==> src/rtl/rc_stream_sequencer.sv <==
// Stream-side sequencer for the dual-batch ReinforcedConcrete core: load 2x39 words, run, read back.
// Optional WAIT_DONE watchdog is compiled in with `define RC_WATCHDOG_EN.
module rc_stream_sequencer #(
    parameter int N_BITS         = 254,
    parameter int BATCH_WORDS    = 39,
    parameter int TIMEOUT_CYCLES = 4096
) (
    input  logic              clk,
    input  logic              reset,
    input  logic [N_BITS-1:0] in_data,
    input  logic              in_valid,
    output logic              in_ready,
    output logic [N_BITS-1:0] out_data,
    output logic              out_valid,
    input  logic              out_ready,
    output logic [N_BITS-1:0] core_in,
    output logic [1:0]        core_wr,
    output logic [1:0]        core_rd,
    output logic              core_enable,
    output logic              core_reset,
    input  logic [N_BITS-1:0] core_out,
    input  logic              core_done,
    output logic              busy,
    output logic              err
);

    localparam logic [6:0] BATCH_CNT = 7'(BATCH_WORDS);
    localparam logic [6:0] LAST_WORD = 7'(2 * BATCH_WORDS - 1);

    typedef enum logic [2:0] {
        S_CLEAR,
        S_LOAD,
        S_START,
        S_WAIT_DONE,
        S_RD_ISSUE,
        S_RD_WAIT,
        S_RD_CAP,
        S_OUT
    } state_t;

    state_t              state_q, state_d;
    logic [6:0]          cnt_q, cnt_d;
    logic                core_reset_q, core_reset_d;
    logic [N_BITS-1:0]   core_in_q, core_in_d;
    logic [1:0]          core_wr_q, core_wr_d;
    logic [1:0]          core_rd_q, core_rd_d;
    logic                core_enable_q, core_enable_d;
    logic [N_BITS-1:0]   out_data_q, out_data_d;
    logic                out_valid_q, out_valid_d;
    logic [1:0]          batch_sel;

`ifdef RC_WATCHDOG_EN
    localparam int TIMER_W = ($clog2(TIMEOUT_CYCLES + 1) > 13) ? $clog2(TIMEOUT_CYCLES + 1) : 13;
    logic [TIMER_W-1:0]  timer_q, timer_d;
    logic                err_q, err_d;
`endif

    // The same counter walks both the write and the read pass, so one select serves both.
    assign batch_sel = (cnt_q < BATCH_CNT) ? 2'b01 : 2'b10;

    always_comb begin
        // NOTE: every _d gets a default before the case so no path can infer a latch.
        state_d       = state_q;
        cnt_d         = cnt_q;
        core_reset_d  = core_reset_q;
        core_in_d     = core_in_q;
        core_wr_d     = 2'b00;
        core_rd_d     = 2'b00;
        core_enable_d = core_enable_q;
        out_data_d    = out_data_q;
        out_valid_d   = out_valid_q;
`ifdef RC_WATCHDOG_EN
        timer_d       = timer_q;
        err_d         = err_q;
`endif
        case (state_q)
            S_CLEAR: begin
                // cnt doubles as the two-cycle core reset timer.
                if (cnt_q == 7'd1) begin
                    state_d      = S_LOAD;
                    cnt_d        = 7'd0;
                    core_reset_d = 1'b0;
                end else begin
                    cnt_d = cnt_q + 7'd1;
                end
            end
            S_LOAD: begin
                if (in_valid) begin
                    core_in_d = in_data;
                    core_wr_d = batch_sel;
                    if (cnt_q == LAST_WORD) begin
                        state_d = S_START;
                        cnt_d   = 7'd0;
                    end else begin
                        cnt_d = cnt_q + 7'd1;
                    end
                end
            end
            S_START: begin
                core_enable_d = 1'b1;
                state_d       = S_WAIT_DONE;
`ifdef RC_WATCHDOG_EN
                timer_d       = '0;
`endif
            end
            S_WAIT_DONE: begin
                if (core_done) begin
                    core_enable_d = 1'b0;
                    state_d       = S_RD_ISSUE;
                end
`ifdef RC_WATCHDOG_EN
                else if (timer_q == TIMER_W'(TIMEOUT_CYCLES - 1)) begin
                    err_d         = 1'b1;
                    core_enable_d = 1'b0;
                    core_reset_d  = 1'b1;
                    cnt_d         = 7'd0;
                    state_d       = S_CLEAR;
                end else begin
                    timer_d = timer_q + TIMER_W'(1);
                end
`endif
            end
            S_RD_ISSUE: begin
                core_rd_d = batch_sel;
                state_d   = S_RD_WAIT;
            end
            S_RD_WAIT: begin
                // Core updates outState at the end of this cycle; capture one cycle later.
                state_d = S_RD_CAP;
            end
            S_RD_CAP: begin
                out_data_d  = core_out;
                out_valid_d = 1'b1;
                state_d     = S_OUT;
            end
            S_OUT: begin
                if (out_ready) begin
                    out_valid_d = 1'b0;
                    if (cnt_q == LAST_WORD) begin
                        cnt_d        = 7'd0;
                        core_reset_d = 1'b1;
                        state_d      = S_CLEAR;
                    end else begin
                        cnt_d   = cnt_q + 7'd1;
                        state_d = S_RD_ISSUE;
                    end
                end
            end
            default: begin
                cnt_d        = 7'd0;
                core_reset_d = 1'b1;
                state_d      = S_CLEAR;
            end
        endcase
    end

    // NOTE: sequential state uses non-blocking assignments only, so every flop samples pre-edge values.
    always_ff @(posedge clk or posedge reset) begin
        if (reset) begin
            state_q       <= S_CLEAR;
            cnt_q         <= 7'd0;
            core_reset_q  <= 1'b1;
            core_in_q     <= '0;
            core_wr_q     <= 2'b00;
            core_rd_q     <= 2'b00;
            core_enable_q <= 1'b0;
            out_data_q    <= '0;
            out_valid_q   <= 1'b0;
`ifdef RC_WATCHDOG_EN
            timer_q       <= '0;
            err_q         <= 1'b0;
`endif
        end else begin
            state_q       <= state_d;
            cnt_q         <= cnt_d;
            core_reset_q  <= core_reset_d;
            core_in_q     <= core_in_d;
            core_wr_q     <= core_wr_d;
            core_rd_q     <= core_rd_d;
            core_enable_q <= core_enable_d;
            out_data_q    <= out_data_d;
            out_valid_q   <= out_valid_d;
`ifdef RC_WATCHDOG_EN
            timer_q       <= timer_d;
            err_q         <= err_d;
`endif
        end
    end

    assign in_ready    = (state_q == S_LOAD);
    assign busy        = !((state_q == S_LOAD) && (cnt_q == 7'd0));
    assign out_data    = out_data_q;
    assign out_valid   = out_valid_q;
    assign core_in     = core_in_q;
    assign core_wr     = core_wr_q;
    assign core_rd     = core_rd_q;
    assign core_enable = core_enable_q;
    assign core_reset  = core_reset_q;

`ifdef RC_WATCHDOG_EN
    assign err = err_q;
`else
    assign err = 1'b0;
`endif

endmodule
==> config.mk <==
export PLATFORM = sky130hd
export DESIGN_NAME = rc_stream_sequencer
export DESIGN_NICKNAME = d
export VERILOG_FILES = /design/src/rtl/rc_stream_sequencer.sv
export SDC_FILE = /design/constraint.sdc
export NUM_CORES = 1
export LEC_CHECK = 0
export ABC_CLOCK_PERIOD_IN_PS = 23700
export CAP_MARGIN = 20
export CELL_PAD_IN_SITES_DETAIL_PLACEMENT = 1
export CELL_PAD_IN_SITES_GLOBAL_PLACEMENT = 1
export CORE_AREA = 8 8 396 398
export CTS_CLUSTER_DIAMETER = 100
export CTS_CLUSTER_SIZE = 24
export DETAILED_ROUTE_END_ITERATION = 10
export DIE_AREA = 0 0 404 406
export PLACE_DENSITY_LB_ADDON = 0.25
export SLEW_MARGIN = 20
export SYNTH_ARGS = -nofsm -noshare
export SYNTH_HDL_FRONTEND = slang
export SYNTH_SLANG_ARGS = --single-unit
==> constraint.sdc <==
create_clock -name clk -period 23.7 [get_ports clk]
set_input_delay 4.74 -clock clk [delete_from_list [all_inputs] [get_ports clk]]
set_output_delay 4.74 -clock clk [all_outputs]
set_load 0.01 [all_outputs]
# == Yosys cells after proc, flatten, opt, wreduce, memory -nomap -nowiden ==
# Index checks and enable logic that the tools add are counted.
# classes
n_reduce_logical,14
mux,24
order_cmp,1
addsub,1
eq_ne,15
# op_table
op,count
7-bit two-way mux,4
3-bit one-hot mux with 8 select lines,1
7-bit one-hot mux with 3 select lines,1
3-bit two-way mux,6
"3-bit equality test, second input constant",4
"2-bit inequality test, second input constant",5
2-bit two-way mux,4
"7-bit by 1-bit adder with 7-bit output, second input constant",1
"7-bit by 1-bit equality test with 1-bit output, second input constant",1
"7-bit equality test, second input constant",1
7-bit zero test,1
"7-bit by 6-bit less-than comparator with 1-bit output, second input constant",1
"3-bit by 2-bit equality test with 1-bit output, second input constant",2
1-bit one-hot mux with 2 select lines,3
2-bit AND reduction,3
2-bit nonzero test,3
1-bit two-way mux,5
5-bit AND reduction,1
4-bit AND reduction,1
"3-bit by 1-bit equality test with 1-bit output, second input constant",1
3-bit zero test,1
3-bit AND reduction,1
3-bit nonzero test,1
"2-bit by 1-bit inequality test with 1-bit output, second input constant",1
other kinds (2),2
# word_totals
elab_cells,64
inputBits,513
output_inout_bits,518
ff_bits,525

# == Logic depth before layout (Yosys ltp) ==
# depth
word_depth,4
ltp_mapped,7
ltp_nobuf,6

# == Least setup slack after synthesis ==
# No wires, ideal clock.
# synth_path
path_type,flip-flop to output port
start,reg state_q[2]
end,out busy
path_buffers,2
arrival_time_ps,1239
required_time_ps,18960
stages_incl_launch_ff,5
slack_ps,17721
cell_sequence,dfrtp_1 > buf_4 > clkbuf_1 > nor3_1 > nand4b_1
# synth_between
elab_chain_len,3
# synth_lines
item,line_no,source
from (decl),41,"state_t state_q, state_d;"
from (signal assigned),174,state_q <= state_d;
3-bit by 1-bit equality test with 1-bit output,--,
net in_ready,12,"output logic in_ready,"
1-bit logical AND,191,assign busy = !((state_q == S_LOAD) && (cnt_q == 7'd0));
1-bit zero test,191,
to (decl),23,"output logic busy,"
# The timed path passes the listed nets, and every way through them passes these cells.

# == Worst setup path after layout ==
# layout_path
start,in in_valid
end,"reg core_in_q[92], in the netlist core_in[92]"
# layout_between
elab_chain_len,1
# layout_lines
item,line_no,source
from (decl),11,"input logic in_valid,"
2-bit AND reduction (no source line),--,
to (signal assigned),177,core_in_q <= core_in_d;
to (decl),44,"logic [N_BITS-1:0] core_in_q, core_in_d;"
# No other way between the ends.
# A chain may end at the register's enable or synchronous reset.

==> impl_metrics.yaml <==
status:
  outcome: "complete, no violations"
cts:
  postCtsHoldBufs: 0
  clkSlewWorstSetupHoldPaths_ns: 0.09
  tritoncts: "built"
  ctsResizeCount: 0
  cts-root-buf: "clkbuf_16"
  cts_buffers: 35
  clkLatencyLatePin_ns: 0.60
  cts_setup_buffers: 0
  cts.path.max_buffers: 3
  clock_sinks: 525
  htreeDepth: 2
grt:
  grt_max_degree: 134
  grt_overflow: 0
  antenna_found_initial: 35
  grt_usage_pct: 11.03
  grt_pass1_wl_mm: 132.1
  grt_pass1_vias: 16427
timing:
  rsz0062_at_grt: "no"
  maxSlewViolCount: 0
  timing.final.crit_share_pct: 36.09
  period_needed_ns: 8.552
  whs_ns: 0.5084
  slew_headroom_pct: 29.47
  timing.final.ws_setup_ns: 15.15
  finClkSkew_ns: 0.02689
  finalSetupTns_ns: 0
  max_freq_ghz: 0.1169
  tightest_slew_ns: 1.058
  hold_viol_final: 0
  setup_viol_count_final: 0
synthesis:
  synthFlopType: "dfrtp_1"
  synthCells: 1181
  yosysWarnings: 0
  synth-async-reset-ratio_pct: 100.0
  synth_area_um2: 20870
  synth-edff-count: 0
  synth_seq_cells: 525
  ys_seq_area_share_pct: 62.95
  synthDistinctLibCells: 36
  avgSynthCellArea_um2: 17.67
  syn_nets: 1697
setup_path:
  crit_arrival_ns: 9.03
  reg2reg_from: "state_q[2]"
  end_kind: "flop"
  cp_max_fo: 118
  crit_family: "buffers and inverters"
  cp.depth: 6
  cp_cell_sequence: "clkdlybuf4s50_1, and3_4, buf_12, buf_4, buf_4, mux2_4"
  worstSetupStartpointType: "primary input"
  worstReg2RegEnd: "core_in[92]"
  critical-path-slowest-cell: "buf_4"
  path_class: "in -> reg"
  crit_end: "core_in[92]"
  rr_worst_depth: 6
  path_common_cell: "buf_4"
  timing.critical_path.from: "in_valid"
  critPathBufInv: 4
  cpPeakStageDelay_ns: 0.94
  rrSetupSlack_ns: 18.97
  cp.required_ns: 24.18
placement:
  place_hpwl_mm: 76.36
  place_inst: 4190
  portBuffers: 1029
  gp_congestion: 0.8128
  place_ws_ns: 14.51
  postPlaceCellArea_um2: 33110
drt:
  dr_wl_met2_mm: 49.83
  highest_layer: "met5"
  detail-route-antenna-nets: 0
  wl_met3_mm: 8.516
  drc: 0
  routed_wl_mm: 95.32
  vias: 14156
  firstDrtPassIters: 4
  wl_per_cell_um: 22.35
  met1_length_mm: 33.45
  vias_per_cell: 3.319
  drt-initial-drc-count: 512
floorplan:
  die_h_um: 406
  core_region_area_um2: 150700
  die_width_um: 404
  die_area_um2: 164000
  num_rows: 143
  start_util_pct: 13.85
  num_io_pins: 1031
final_layout:
  area_delta_synth_final_pct: 64.46
  final_area_um2: 34330
  fin_nets: 2713
  stdcell_count: 4265
  fin_util_pct: 22.79
  drive_gt1_share_pct: 26.34
pwr:
  report.power.total_mw: 2.199
  power.leakage_nw: 14.00
  p_per_area_nw_per_um2: 64.06
  peakVddDrop_mv: 0.03615
hold_path:
  hold_path_depth: 1
  hold_class: "reg -> reg"
run:
  maxCapViolCount: 0
==> layout by cell type, fill, tap and decap left out, types with 3 or more instances in the layout <==
| cell | netlist | final |
|---|---|---|
| buf_4 | 27 | 11 |
| diode_2 | 0 | 14 |
| mux2_4 | 208 | 208 |
| and2_1 | 5 | 5 |
| clkinv_8 | 0 | 3 |
| clkdlybuf4s50_1 | 0 | 1029 |
| or3_1 | 4 | 4 |
| inv_1 | 6 | 5 |
| mux2_2 | 301 | 301 |
| o21ai_0 | 11 | 11 |
| nor3_1 | 3 | 3 |
| clkbuf_1 | 1 | 3 |
| nand2_1 | 17 | 16 |
| inv_6 | 0 | 6 |
| a21oi_1 | 7 | 7 |
| nor2_1 | 5 | 5 |
| clkbuf_16 | 0 | 37 |
| dfrtp_1 | 524 | 524 |
| clkinvlp_4 | 0 | 4 |
| ha_1 | 3 | 3 |
==> worst min path at each step <==
stage                              from             to  slack (ns)
after detailed placement   out_data[82]   out_data[82]        0.49
final                     out_data[144]  out_data[144]        0.51
after global routing      out_data[144]  out_data[144]        0.52
after global placement     out_data[61]   out_data[61]        0.49
after floorplan                cnt_q[1]       cnt_q[1]        0.50
after CTS                 out_data[144]  out_data[144]        0.51
==> synth_stat cells, types with 2 or more instances <==
library cell / n / area share (%)
a21oi_1: 7 / 0.17
and2_1: 5 / 0.15
and3_1: 2 / 0.060
buf_12: 22 / 2.1
buf_2: 7 / 0.17
buf_4: 27 / 0.97
buf_6: 6 / 0.32
dfrtp_1: 524 / 63
ha_1: 3 / 0.18
inv_1: 6 / 0.11
mux2_2: 301 / 16
mux2_4: 208 / 15
nand2_1: 17 / 0.31
nand3_1: 2 / 0.048
nand4b_1: 2 / 0.084
nor2_1: 5 / 0.090
nor2b_1: 2 / 0.060
nor3_1: 3 / 0.072
o21ai_0: 11 / 0.26
or3_1: 4 / 0.12
xor2_1: 2 / 0.084
==> registers in the layout, summed over array words and instances (netlist names) <==
name / count
core_in: 254
out_data: 254
cnt_q: 7
state_q: 3
core_rd: 2
core_wr: 2
core_enable: 1
core_reset: 1
out_valid: 1
==> worst register-to-register path: cells and delay by family (launching register included) <==
| family | cells | cell delay (ns) |
|---|---|---|
| buffers and inverters | 3 | 2.77 |
| AND/OR/NAND/NOR | 2 | 0.80 |
| multiplexers | 1 | 0.46 |
| flip-flops | 1 | 0.58 |
==> where the power goes <==
| group | internal [mW] | switching, mW | total (mW) |
|---|---|---|---|
| Sequential | 0.973 | 0.0553 | 1.03 |
| Clock | 0.316 | 0.377 | 0.693 |
| Combinational | 0.298 | 0.179 | 0.477 |
==> metal layers <==
layer	vias to the layer above	track usage (%)
met2	554	19.90
met4	14	4.009
met1	7281	11.54
li1	6167	-
met5	-	0
met3	140	4.459
==> cell families (layout without fill, tap and decap cells) <==
group	after synthesis	count (layout)	share of synthesized area (%)
muxes	509	509	31.20
adders and majority gates	3	3	0.1799
and+or+nand+nor	48	48	1.193
other	1	15	0.01797
buffers and inverters	69	1109	3.698
xor gates and xnor gates	2	2	0.08394
AOI/OAI and AO/OA	24	24	0.6774
DFF	525	525	62.95
==> cell type report <==
type	instances	area (um2)
Multi-Input combinational cell	587	6974
Inverter	6	30.03
Clock buffer	41	950.9
Clock inverter	20	235.2
Timing Repair Buffer	1042	10420
Sequential cell	525	13140
Antenna cell	14	35.03
Fill cell	16615	116300
Tap cell	2030	2540
No activity file was read; power rests on OpenSTA's default activity.
